$ cat config.mk
export PLATFORM = sky130hd
export DESIGN_NAME = sync_fifo_param
export DESIGN_NICKNAME = d
export VERILOG_FILES = /design/src/rtl/fifo_pkg.sv /design/src/rtl/fifo_mem.sv /design/src/rtl/sync_fifo_param.sv
export SDC_FILE = /design/constraint.sdc
export NUM_CORES = 1
export LEC_CHECK = 0
export CAP_MARGIN = 20
export CELL_PAD_IN_SITES_DETAIL_PLACEMENT = 0
export CELL_PAD_IN_SITES_GLOBAL_PLACEMENT = 1
export CORE_MARGIN = 8
export CORE_UTILIZATION = 45
export CTS_CLUSTER_DIAMETER = 50
export CTS_CLUSTER_SIZE = 8
export DETAILED_ROUTE_END_ITERATION = 8
export DONT_BUFFER_PORTS = 1
export PLACE_DENSITY = 0.76
export SYNTH_ARGS = -nofsm -noshare
export SYNTH_HDL_FRONTEND = slang
export SYNTH_SLANG_ARGS = --single-unit
$ cat constraint.sdc
create_clock -name clk -period 5.8 [get_ports clk]
set_clock_uncertainty 0.05 [all_clocks]
set_input_delay 1.16 -clock clk [delete_from_list [all_inputs] [get_ports clk]]
set_output_delay 1.16 -clock clk [all_outputs]
set_load 0.01 [all_outputs]
$ cat src/rtl/fifo_pkg.sv
// Shared definitions for the synchronous FIFO family: address-width helper,
// read-mode selectors and the occupancy-to-flag decode.
package fifo_pkg;

    localparam int RD_REG  = 0;
    localparam int RD_FWFT = 1;

    typedef struct packed {
        logic full;
        logic empty;
        logic almost_full;
        logic almost_empty;
    } fifo_flags_t;

    function automatic int addr_w(input int depth);
        return $clog2(depth);
    endfunction

    // Kept purely a function of occupancy so async variants can reuse it on a synchronised count.
    function automatic fifo_flags_t decode_flags(input int cnt, input int depth,
                                                 input int af_thresh, input int ae_thresh);
        fifo_flags_t f;
        f.full         = (cnt == depth);
        f.empty        = (cnt == 0);
        f.almost_full  = (cnt >= af_thresh);
        f.almost_empty = (cnt <= ae_thresh);
        return f;
    endfunction

endpackage

$ cat src/rtl/fifo_mem.sv
// FIFO storage: register array with one synchronous write port and one
// asynchronous read port. Contents are intentionally not reset.
module fifo_mem #(
    parameter int DATA_W = 8,
    parameter int DEPTH  = 16,
    parameter int AW     = 4
) (
    input  logic              clk,
    input  logic              we_i,
    input  logic [AW-1:0]     waddr_i,
    input  logic [DATA_W-1:0] wdata_i,
    input  logic [AW-1:0]     raddr_i,
    output logic [DATA_W-1:0] rdata_o
);

    logic [DATA_W-1:0] mem_q [DEPTH];

    // write port
    always_ff @(posedge clk) begin
        if (we_i) begin
            mem_q[waddr_i] <= wdata_i;
        end
    end

    assign rdata_o = mem_q[raddr_i];

endmodule

$ cat src/rtl/sync_fifo_param.sv
// Parametrised single-clock FIFO with registered or first-word-fall-through
// read, occupancy count, almost flags and sticky overflow/underflow errors.
module sync_fifo_param
    import fifo_pkg::*;
#(
    parameter  int DATA_W    = 8,
    parameter  int DEPTH     = 16,
    parameter  int AF_THRESH = DEPTH - 2,
    parameter  int AE_THRESH = 2,
    parameter  int FWFT      = 0,
    localparam int AW        = addr_w(DEPTH)
) (
    input  logic              clk,
    input  logic              rst,
    input  logic              wr_en,
    input  logic [DATA_W-1:0] wr_data,
    input  logic              rd_en,
    output logic [DATA_W-1:0] rd_data,
    output logic              rd_valid,
    output logic              full,
    output logic              empty,
    output logic              almost_full,
    output logic              almost_empty,
    output logic [AW:0]       count,
    output logic              overflow,
    output logic              underflow,
    input  logic              err_clr
);

    localparam logic [AW:0] PTR_ONE = {{AW{1'b0}}, 1'b1};

    logic [AW:0]       wr_ptr_q, wr_ptr_d;
    logic [AW:0]       rd_ptr_q, rd_ptr_d;
    logic [AW:0]       count_q, count_d;
    logic              overflow_q, overflow_d;
    logic              underflow_q, underflow_d;
    logic              wa_s, ra_s;
    logic [DATA_W-1:0] mem_rdata_s;
    fifo_flags_t       flags_s;

    assign flags_s = decode_flags(32'(count_q), DEPTH, AF_THRESH, AE_THRESH);
    assign wa_s    = wr_en && !flags_s.full;
    assign ra_s    = rd_en && !flags_s.empty;

    // pointer, occupancy and sticky error next-state
    always_comb begin
        wr_ptr_d    = wr_ptr_q;
        rd_ptr_d    = rd_ptr_q;
        overflow_d  = overflow_q;
        underflow_d = underflow_q;
        if (wa_s) begin
            wr_ptr_d = wr_ptr_q + PTR_ONE;
        end else begin
            wr_ptr_d = wr_ptr_q;
        end
        if (ra_s) begin
            rd_ptr_d = rd_ptr_q + PTR_ONE;
        end else begin
            rd_ptr_d = rd_ptr_q;
        end
        // Wrap bits make the modular difference span 0..DEPTH exactly.
        count_d = wr_ptr_d - rd_ptr_d;
        if (wr_en && flags_s.full) begin
            overflow_d = 1'b1;
        end else if (err_clr) begin
            overflow_d = 1'b0;
        end else begin
            overflow_d = overflow_q;
        end
        if (rd_en && flags_s.empty) begin
            underflow_d = 1'b1;
        end else if (err_clr) begin
            underflow_d = 1'b0;
        end else begin
            underflow_d = underflow_q;
        end
    end

    // control state registers
    always_ff @(posedge clk or posedge rst) begin
        if (rst) begin
            wr_ptr_q    <= '0;
            rd_ptr_q    <= '0;
            count_q     <= '0;
            overflow_q  <= 1'b0;
            underflow_q <= 1'b0;
        end else begin
            wr_ptr_q    <= wr_ptr_d;
            rd_ptr_q    <= rd_ptr_d;
            count_q     <= count_d;
            overflow_q  <= overflow_d;
            underflow_q <= underflow_d;
        end
    end

    fifo_mem #(
        .DATA_W (DATA_W),
        .DEPTH  (DEPTH),
        .AW     (AW)
    ) u_mem (
        .clk     (clk),
        .we_i    (wa_s),
        .waddr_i (wr_ptr_q[AW-1:0]),
        .wdata_i (wr_data),
        .raddr_i (rd_ptr_q[AW-1:0]),
        .rdata_o (mem_rdata_s)
    );

    generate
        if (FWFT == RD_FWFT) begin : g_fwft
            assign rd_data  = mem_rdata_s;
            assign rd_valid = !flags_s.empty;
        end else begin : g_reg
            logic [DATA_W-1:0] rd_data_q, rd_data_d;
            logic              rd_valid_q, rd_valid_d;

            // registered read stage: capture head on accepted read, hold otherwise
            always_comb begin
                rd_valid_d = ra_s;
                if (ra_s) begin
                    rd_data_d = mem_rdata_s;
                end else begin
                    rd_data_d = rd_data_q;
                end
            end

            // read output registers
            always_ff @(posedge clk or posedge rst) begin
                if (rst) begin
                    rd_data_q  <= '0;
                    rd_valid_q <= 1'b0;
                end else begin
                    rd_data_q  <= rd_data_d;
                    rd_valid_q <= rd_valid_d;
                end
            end

            assign rd_data  = rd_data_q;
            assign rd_valid = rd_valid_q;
        end
    endgenerate

    assign full         = flags_s.full;
    assign empty        = flags_s.empty;
    assign almost_full  = flags_s.almost_full;
    assign almost_empty = flags_s.almost_empty;
    assign count        = count_q;
    assign overflow     = overflow_q;
    assign underflow    = underflow_q;

endmodule
==> summary.md, run 1 <==
| Metric | Value |
|---|---|
| Status | complete, no violations |
| Largest net degree at the start of global routing | 36 |
| Die Width | 133 µm |
| DRC Markers | 0 |
| Setup Fix Bufs, Post-CTS | 0 |
| RSZ-0062 raised after global routing | no |
| Setup Viol. Count Final | 0 |
| Synth Cell Area | 0.00618 mm² |
| Num CTS Buffers | 17 |
| Initial Utilization | 45.2% |
| Yosys warnings | 0 |
| ANT nets after route | 0 |
| Core area | 0.0137 mm² |
| Fmax | 301 MHz |
| Yosys top cell area share | 62.2% |
| Post-Syn Nets | 334 |
| Most common cell in the netlist | edfxtp_1 |
| Remaining Overflow, GRT | 0 |
| Post-synth cell types | 38 |
| Ys async rst share | 16.9% |
| Min-delay src | rd_ptr_q[4]$_DFF_PP0_ |
| FF+latch count, synth | 154 |
| Hold Crit Class | register to register |
| TritonCTS clock tree | built |
| Worst Path Required | 6.04 ns |
| Antenna fix cells | 0 |
| Pwr/cell area | 527 mW/mm² |
| CTS Sinks | 154 |
| Gpl congestion | 0.777 |
| Max Root-Sink Buffers | 2 |
| First-pass GRT wire length | 18,300 µm |
| Crit path kind | register to register |
| Resize count post-CTS | 0 |
| Fin crit share | 57.3% |
| Number of global-route vias before repair | 3,003 |
| Max-slew violations | 0 |
| Count of flip-flops with a built-in enable after synthesis | 128 |
| Worst skew pair latency | 0.42 ns |
| Max Cap Violations | 0 |
| Syn_area_per_cell | 19.8 µm² |
| Worst r2r src | count[3]$_DFF_PP0_ |
| Arr. time, crit path | 3.57 ns |
| Peak fanout along the critical path | 11 |
| Die Y | 133 µm |
| Post-synth top area cell | edfxtp_1 |
| Peak supply drop | 228 µV |
| DP Area | 0.00638 mm² |
| Pleak | 2.38 nW |
| Worst-margin pin slew | 0.929 ns |
| Routed wire length | 11,400 µm |
| Vias/cell | 5.48 |
| Ranking of synthesized cells by area | edfxtp_1, mux4_2, dfrtp_1 |
| Crit path launch | count[3]$_DFF_PP0_ |
| CTS Hold Buffers Added | 0 |
| Layout Nets | 347 |
| Num ports | 33 |
| Area grow syn2layout | 13.3% |
| Drt initial violations | 333 |
| Critical Path Sink Type | register |
| Final Hold Viols | 0 |
| Fin crit period | 3.32 ns |
| Setup TNS | 0 ns |
| CP Launch Type | register |
| Slew headroom | 37.8% |
| Tot GR Track Use | 14.0% |
| Dpl hpwl | 7540 µm |
| # port buffers | 0 |
| Part of the Yosys area used for sequential elements | 72.7% |
| Initial antenna violation count | 0 |
| Vias post-DR | 2,838 |
| Ys flop type | edfxtp_1 |
| Worst-path clk slew | 0.06 ns |
| Layout cells sized above 1 | 26.9% |
| DIE AREA | 0.0177 mm² |
| Row cnt | 43 |
| Post-route cell area | 0.00700 mm² |
| List of most frequent post-synthesis cells | edfxtp_1, mux4_2, dfrtp_1 |
| H-Tree Depth | 4 |
| WL/cell | 22.0 µm |
| CTS root buf | clkbuf_16 |
| Synth Instances | 312 |
| Drt pass-1 iters | 4 |
[through the flow]
| stage | util, % | instances | power (W) | setup slack, ns | hold WS (ns) |
|---|---|---|---|---|---|
| finish | 51.2 | 518 | 0.00369 | 2.48 | 0.462 |
| detailed placement | 46.7 | 484 | 0.00265 | 1.99 | 0.459 |
| floorplan | - | 312 | 0.00238 | 2.65 | 0.394 |
| global placement | 46.7 | 484 | 0.00263 | 2.16 | 0.447 |
| CTS | 51.0 | 516 | 0.00374 | 1.96 | 0.472 |
| global route | 51.2 | 518 | 0.00390 | 2.31 | 0.473 |
[flip-flops by register name, summed over array words and instances (netlist names)]
name         count
rd_valid         1
overflow         1
u_mem.mem_q    128
rd_data          8
count            5
rd_ptr_q         5
wr_ptr_q         5
underflow        1
[path summary, 6_finish.rpt]
path,end,slack (ns),cells past startpoint
max,count[4]$_DFF_PP0_,2.48,8
min,rd_ptr_q[4]$_DFF_PP0_,0.46,1
max reg2reg,count[4]$_DFF_PP0_,2.48,8
min reg2reg,rd_ptr_q[4]$_DFF_PP0_,0.46,1
max in group asynchronous,rd_ptr_q[0]$_DFF_PP0_,4.80,2
min in group asynchronous,rd_data[3]$_DFFE_PP0N_,0.49,1
[metal layers]
layer / part of all wire, % / wire [µm] / vias up / global-route usage [%]
li1: - / - / 1273 / -
met1: 44 / 5000 / 1478 / 18.6
met2: 48 / 5510 / 82 / 20.3
met3: 7.0 / 794 / 5 / 5.42
met4: 0.86 / 98 / 0 / 5.49
met5: 0 / 0 / - / 0
[kinds of logic after synthesis]
group,count (synthesis),synth area share [%]
DFF,154,72.7
muxes,48,16.0
and+or+nand+nor,41,2.96
buffers and inverters,31,2.21
AOI/OAI and AO/OA,17,2.23
xor gates and xnor gates,11,1.78
adders and majority gates,10,2.11
[cell type report]
type,count,area [µm²]
clock inverter,14,156
timing repair buffer,8,80.1
sequential,154,4500
multi-input combinational,127,1550
clock buffer,18,429
fill,1069,6670
inverter,17,63.8
tap,180,225
[cell usage in the layout, fill, tap and decap left out, drive strengths merged, types with 8 or more instances in the layout]
| master | instances |
|---|---|
| nand2 | 12 |
| inv | 24 |
| clkbuf | 18 |
| dfrtp | 26 |
| buf | 8 |
| ha | 8 |
| xnor2 | 8 |
| edfxtp | 128 |
| mux4 | 40 |
| nor2 | 17 |
[report_power, final]
| part | internal [W] | leakage, nW | switching (W) | total, W |
|---|---|---|---|---|
| registers | 0.00139 | 1.47 | 0.000176 | 0.00156 |
| clock network | 0.000610 | 0.286 | 0.000467 | 0.00108 |
| logic | 0.000541 | 0.624 | 0.000508 | 0.00105 |
| total | 0.00254 | 2.38 | 0.00115 | 0.00369 |
[critical path, cell delays in order (launching register included)]
cell and delay (ns):
dfrtp_1 0.45, or4_4 0.60, o21ai_1 0.22, buf_4 0.25, mux2i_1 0.34, inv_1 0.13, fa_1 0.45, o311ai_2 0.29
xnor3_1 0.43
No activity file was read; power rests on OpenSTA's default activity.
==> run 2, diff against run 1 <==
==> constraint.sdc (replaced) <==
create_clock -name clk -period 3.33 [get_ports clk]
set_clock_uncertainty 0.05 [all_clocks]
set_input_delay 0.666 -clock clk [delete_from_list [all_inputs] [get_ports clk]]
set_output_delay 0.666 -clock clk [all_outputs]
set_load 0.01 [all_outputs]
==> run 2 against run 1 <==
Effect of this change:
- wire length down 1.9%
- flip-flop and latch count is the same
- combinational power increased by 78%
- critical endpoint unchanged
==> summary.md, run 2 (synthesis results as in run 1) <==
| Metric | Value |
|---|---|
| Status | complete, no violations |
| Number of global-route vias before repair | 2,911 (-3.1%) |
| Max-slew violations | 0 (unchanged) |
| Routed wire length | 11,200 µm (-1.9%) |
| Most frequent cells in the layout | edfxtp_1, mux4_2, dfrtp_1 |
| Worst skew pair latency | 0.41 ns (about the same) |
| Worst path bufs/invs | 1 (-1) |
| Fin Hold WS | 0.0362 ns (-0.425 ns) |
| Critical Path Sink Type | register |
| Max Cap Violations | 0 (unchanged) |
| Setup TNS | 0 ns (unchanged) |
| CTS root buf | clkbuf_16 |
| Worst-path clk slew | 0.06 ns (about the same) |
| CP top delay family | simple AND/OR/NAND/NOR gates |
| Die Y | 133 µm (unchanged) |
| Antenna fix cells | 0 (unchanged) |
| Fin crit period | 3.06 ns (-0.261 ns) |
| Layout cells sized above 1 | 27.3% (+0.35 points) |
| Pleak | 2.40 nW (+1.1%) |
| DIE AREA | 0.0177 mm² (unchanged) |
| First-pass GRT wire length | 17,700 µm (-3.5%) |
| Pwr/cell area | 930 mW/mm² (+77%) |
| Largest net degree at the start of global routing | 34 (-5.6%) |
| # port buffers | 0 (unchanged) |
| Post-place setup slack | 0.136 ns (-1.85 ns) |
| Drt pass-1 iters | 5 (+1) |
| Fin crit share | 92.0% (+35 points) |
| Vias post-DR | 2,869 (+1.1%) |
| Area grow syn2layout | 14.5% |
| Final Hold Viols | 0 (unchanged) |
| Remaining Overflow, GRT | 0 (unchanged) |
| Worst-margin pin slew | 0.898 ns (-0.0312 ns) |
| Layout Nets | 350 (+0.86%) |
| Setup Viol. Count Final | 0 (unchanged) |
| Slew headroom | 38.6% (+0.76 points) |
| Initial Utilization | 45.2% (unchanged) |
| Drt initial violations | 226 (-32%) |
| Max Root-Sink Buffers | 2 (unchanged) |
| Crit path kind | register to register |
| Tot GR Track Use | 13.3% (-0.71 points) |
| Peak supply drop | 423 µV (+86%) |
| Reg with most FFs | u_mem.mem_q |
| Fmax | 326 MHz (+8.5%) |
| Worst Path Required | 3.57 ns (-2.47 ns) |
| RSZ-0062 raised after global routing | no |
| Setup Fix Bufs, Post-CTS | 0 (unchanged) |
| Core area | 0.0137 mm² (unchanged) |
| Gpl congestion | 0.788 (+1.4%) |
| Num ports | 33 (unchanged) |
| ANT nets after route | 0 (unchanged) |
| Dpl hpwl | 7390 µm (-2.0%) |
| Arr. time, crit path | 3.30 ns (-0.27 ns) |
| Hold Crit Class | primary input to asynchronous set/reset pin |
| CP Launch Type | register |
| H-Tree Depth | 4 (unchanged) |
| TritonCTS clock tree | built |
| Most common cell after layout, fill and taps aside | edfxtp_1 |
| Die Width | 133 µm (unchanged) |
| Vias/cell | 5.51 (+0.51%) |
| Largest register FFs | 128 (unchanged) |
| CP cell instances | or4_4 -> o21ai_2 -> mux2i_1 -> inv_1 -> fa_1 -> o311ai_2 -> xnor3_1 |
| CTS Sinks | 154 (unchanged) |
| Row cnt | 43 (unchanged) |
| Worst setup margin | 0.266 ns (-2.21 ns) |
| Critical Path Max Stage Delay | 0.61 ns (about the same) |
| Peak fanout along the critical path | 5 (-6) |
| DRC Markers | 0 (unchanged) |
| Num CTS Buffers | 17 (unchanged) |
| WL/cell | 21.5 µm (-2.5%) |
| Critical Path Slowest Stage Cell | or4_4 |
| Fillcell total | 1,074 (+0.47%) |
| Initial antenna violation count | 0 (unchanged) |
[run 2: layer usage]
layer / vias up / track usage [%] / wire (µm)
li1: 1271 / - / -
met1: 1495 / 17.4 / 5040
met2: 92 / 20.4 / 5430
met3: 11 / 4.07 / 612
met4: 0 / 5.05 / 97
met5: - / 0 / 0
[run 2: worst paths after layout]
path	end	slack, ns	cells past startpoint	start
worst max-delay path	count[4]$_DFF_PP0_	0.27	7	count[3]$_DFF_PP0_
worst min-delay path	rd_data[7]$_DFFE_PP0N_	0.04	1	rst
worst max register to register	count[4]$_DFF_PP0_	0.27	7	count[3]$_DFF_PP0_
worst min register to register	wr_ptr_q[4]$_DFF_PP0_	0.44	1	wr_ptr_q[4]$_DFF_PP0_
max in group asynchronous	rd_ptr_q[0]$_DFF_PP0_	2.77	2	rst
min in group clk	overflow$_DFFE_PP0P_	0.29	1	err_clr
[run 2: final cells by class]
class / count / area (µm²) / share of cell area, %
tap: 180 / 225 / 3.18
timing repair buffer: 11 / 115 / 1.63
sequential: 154 / 4500 / 63.5
inverter: 17 / 63.8 / 0.902
clock inverter: 12 / 186 / 2.63
multi-input combinational: 127 / 1550 / 22.0
clock buffer: 20 / 437 / 6.17
[run 2: power by group]
part	leakage [nW]	internal [W]	switching, W
Combinational	0.645	0.000967	0.000900
Sequential	1.47	0.00242	0.000287
Clock	0.292	0.00127	0.000748
[run 2: metrics by stage]
stage | total power, W | cells | util, % | area (µm²)
after floorplan | 0.00414 | 312 | - | 6180
after CTS | 0.00665 | 520 | 51.6 | 7050
after global placement | 0.00460 | 488 | 47.0 | 6420
final | 0.00658 | 521 | 51.8 | 7080
after detailed placement | 0.00460 | 488 | 47.0 | 6420
after global routing | 0.00692 | 521 | 51.8 | 7080
[run 2: timing repair]
action                                  CTS  global route
endpoints found under the setup margin    0             1
resized for setup                         0             1
hold buffers                              0             0
==> run 3, diff against run 2 <==
--- a/config.mk
+++ b/config.mk
@@ -8,7 +8,6 @@
 export CAP_MARGIN = 20
 export CELL_PAD_IN_SITES_DETAIL_PLACEMENT = 0
 export CELL_PAD_IN_SITES_GLOBAL_PLACEMENT = 1
-export CORE_MARGIN = 8
 export CORE_UTILIZATION = 45
 export CTS_CLUSTER_DIAMETER = 50
 export CTS_CLUSTER_SIZE = 8
==> run 3 against run 2 <==
Effect of this change:
- wire length is 4.4% lower
- combinational power hardly changed
- critical path depth stayed put
- global-route usage is 3.5 points higher
- flip-flop and latch count stayed put
- worst setup slack worse by 0.088 ns
- power is 1.9% lower
- count of clock-buffer cells in the layout is 3 lower
- hold slack worse by 0.017 ns
- fmax is 2.8% lower
- die area is 20% lower
- sequential power hardly changed
- critical endpoint unchanged
- highest routed layer unchanged
==> summary.md, run 3 (synthesis results as in run 1) <==
| Metric | Value |
|---|---|
| CTS root buf | clkbuf_16 |
| Worst-margin pin slew | 0.823 ns (-0.0753 ns) |
| Critical Path Slowest Stage Cell | or4_4 |
| TritonCTS clock tree | built |
| Peak fanout along the critical path | 5 (unchanged) |
| Reg2reg setup slack | 0.18 ns (-0.09 ns) |
| End of the worst register-to-register path | count[4]$_DFF_PP0_ |
| # port buffers | 0 (unchanged) |
| Layout cells sized above 1 | 27.9% (+0.59 points) |
| Setup Viol. Count Final | 0 (unchanged) |
| CTS Sinks | 154 (unchanged) |
| DRC Markers | 0 (unchanged) |
| CTS Hold Buffers Added | 0 (unchanged) |
| Max Cap Violations | 0 (unchanged) |
| Slew headroom | 43.7% (+5.1 points) |
| WL/cell | 20.7 µm (-3.7%) |
| FF/Latch Area | 0.00450 mm² (unchanged) |
| Most common cell after layout, fill and taps aside | edfxtp_1 |
| Length in cells of the worst reg-to-reg path | 7 (unchanged) |
| Pwr/cell area | 916 mW/mm² (-1.5%) |
| Fillcell total | 1,016 (-5.4%) |
| Routed wire length | 10,700 µm (-4.4%) |
| Antenna fix cells | 0 (unchanged) |
| CP cell instances | or4_4 -> o21ai_1 -> mux2i_1 -> inv_1 -> fa_1 -> o311ai_2 -> xnor3_1 |
| Multi-input gate area | 0.00155 mm² (-0.24%) |
| Peak supply drop | 395 µV (-6.7%) |
| Tot GR Track Use | 16.7% (+3.5 points) |
| Max-slew violations | 0 (unchanged) |
| Fin crit period | 3.15 ns (+0.0877 ns) |
| Resize count post-CTS | 0 (unchanged) |
| Initial antenna violation count | 0 (unchanged) |
| Core area | 0.0133 mm² (-2.7%) |
| Dpl hpwl | 7180 µm (-2.7%) |
| Drt initial violations | 250 (+11%) |
| Crit path kind | register to register |
| Reg with most FFs | u_mem.mem_q |
| Critical Path Max Stage Delay | 0.59 ns (-0.02 ns) |
| Post-route cell area | 0.00705 mm² (-0.41%) |
| Final Hold Viols | 0 (unchanged) |
| Fin crit share | 94.6% (+2.6 points) |
| Largest net degree at the start of global routing | 35 (+2.9%) |
| Pleak | 2.40 nW (about the same) |
| Critical Path Sink Type | register |
| Setup TNS | 0 ns (unchanged) |
| Setup Fix Bufs, Post-CTS | 0 (unchanged) |
| Most frequent cells in the layout | edfxtp_1, mux4_2, dfrtp_1 |
| Worst-path clk slew | 0.07 ns (about the same) |
| Arr. time, crit path | 3.40 ns (+0.10 ns) |
| Num ports | 33 (unchanged) |
| Hold Crit Class | primary input to asynchronous set/reset pin |
| DIE AREA | 0.0142 mm² (-20%) |
| Row cnt | 42 (-2.3%) |
| Number of global-route vias before repair | 2,946 (+1.2%) |
| Worst r2r src | count[3]$_DFF_PP0_ |
| CP Launch Type | register |
| Worst skew pair latency | 0.42 ns (about the same) |
| Fmax | 317 MHz (-2.8%) |
| Die Width | 119 µm (-11%) |
| DP Area | 0.00642 mm² (about the same) |
| Worst Path Required | 3.58 ns (about the same) |
| Vias/cell | 5.46 (-0.81%) |
| RSZ-0062 raised after global routing | no |
| Initial Utilization | 46.5% (+1.3 points) |
| Layout Nets | 350 (unchanged) |
| Status | complete, no violations |
| Vias post-DR | 2,824 (-1.6%) |
| Drt pass-1 iters | 4 (-1) |
| Area grow syn2layout | 14.0% |
| Die Y | 119 µm (-11%) |
| Remaining Overflow, GRT | 0 (unchanged) |
| First-pass GRT wire length | 17,000 µm (-3.5%) |
| H-Tree Depth | 4 (unchanged) |
| Gpl congestion | 0.815 (+3.4%) |
| ANT nets after route | 0 (unchanged) |
| Fin Hold WS | 0.0193 ns (-0.0168 ns) |
| Largest register FFs | 128 (unchanged) |
| Num CTS Buffers | 17 (unchanged) |
| Max Root-Sink Buffers | 2 (unchanged) |
-- run 3: where the power goes --
group / internal [W] / switching [W] / total (W)
Sequential: 0.00242 / 0.000261 / 0.00268
Combinational: 0.000970 / 0.000908 / 0.00188
Clock: 0.00107 / 0.000830 / 0.00190
-- run 3: critical path, delay by kind of cell (launching register included) --
family                   cells  cell delay, ns
adder cells (fa/ha/maj)      1            0.45
AND/OR/NAND/NOR              1            0.59
flip-flops                   1            0.45
AO/OA/AOI/OAI                2            0.67
XOR/XNOR                     1            0.42
multiplexers                 1            0.29
buffers and inverters        1            0.11
-- run 3: worst max path at each step --
stage	slack, ns	start	depth (start not counted)	to
detailed placement	0.18	count[3]$_DFF_PP0_	7	count[4]$_DFF_PP0_
CTS	0.16	count[3]$_DFF_PP0_	7	count[4]$_DFF_PP0_
floorplan	0.23	count[3]$_DFF_PP0_	8	count[4]$_DFF_PP0_
finish	0.18	count[3]$_DFF_PP0_	7	count[4]$_DFF_PP0_
global placement	0.25	count[3]$_DFF_PP0_	7	count[4]$_DFF_PP0_
global route	0.02	count[3]$_DFF_PP0_	7	count[4]$_DFF_PP0_
-- run 3: per-layer routing --
layer	global-route usage, %	vias up	share of wire [%]
met5	0	-	0
met4	5.22	0	0.76
met3	5.84	7	6.0
met2	24.9	84	48
met1	23.3	1461	45
li1	-	1272	-
-- run 3: stage by stage --
step,std cells,power (W),util (%),setup WS [ns]
2_1_floorplan,312,0.00414,-,0.231
3_5_place_dp,484,0.00461,48.3,0.175
4_1_cts,516,0.00652,52.8,0.164
5_1_grt,517,0.00678,53.0,0.0179
6_report,517,0.00646,53.0,0.179
3_3_place_gp,484,0.00459,48.3,0.249
-- run 3: layout make-up --
class / count / area share (%)
clock buffer: 17 / 6.04
tap: 176 / 3.12
timing repair buffer: 11 / 1.63
inverter: 17 / 0.905
multi-input combinational: 127 / 22.0
clock inverter: 15 / 2.52
sequential: 154 / 63.8
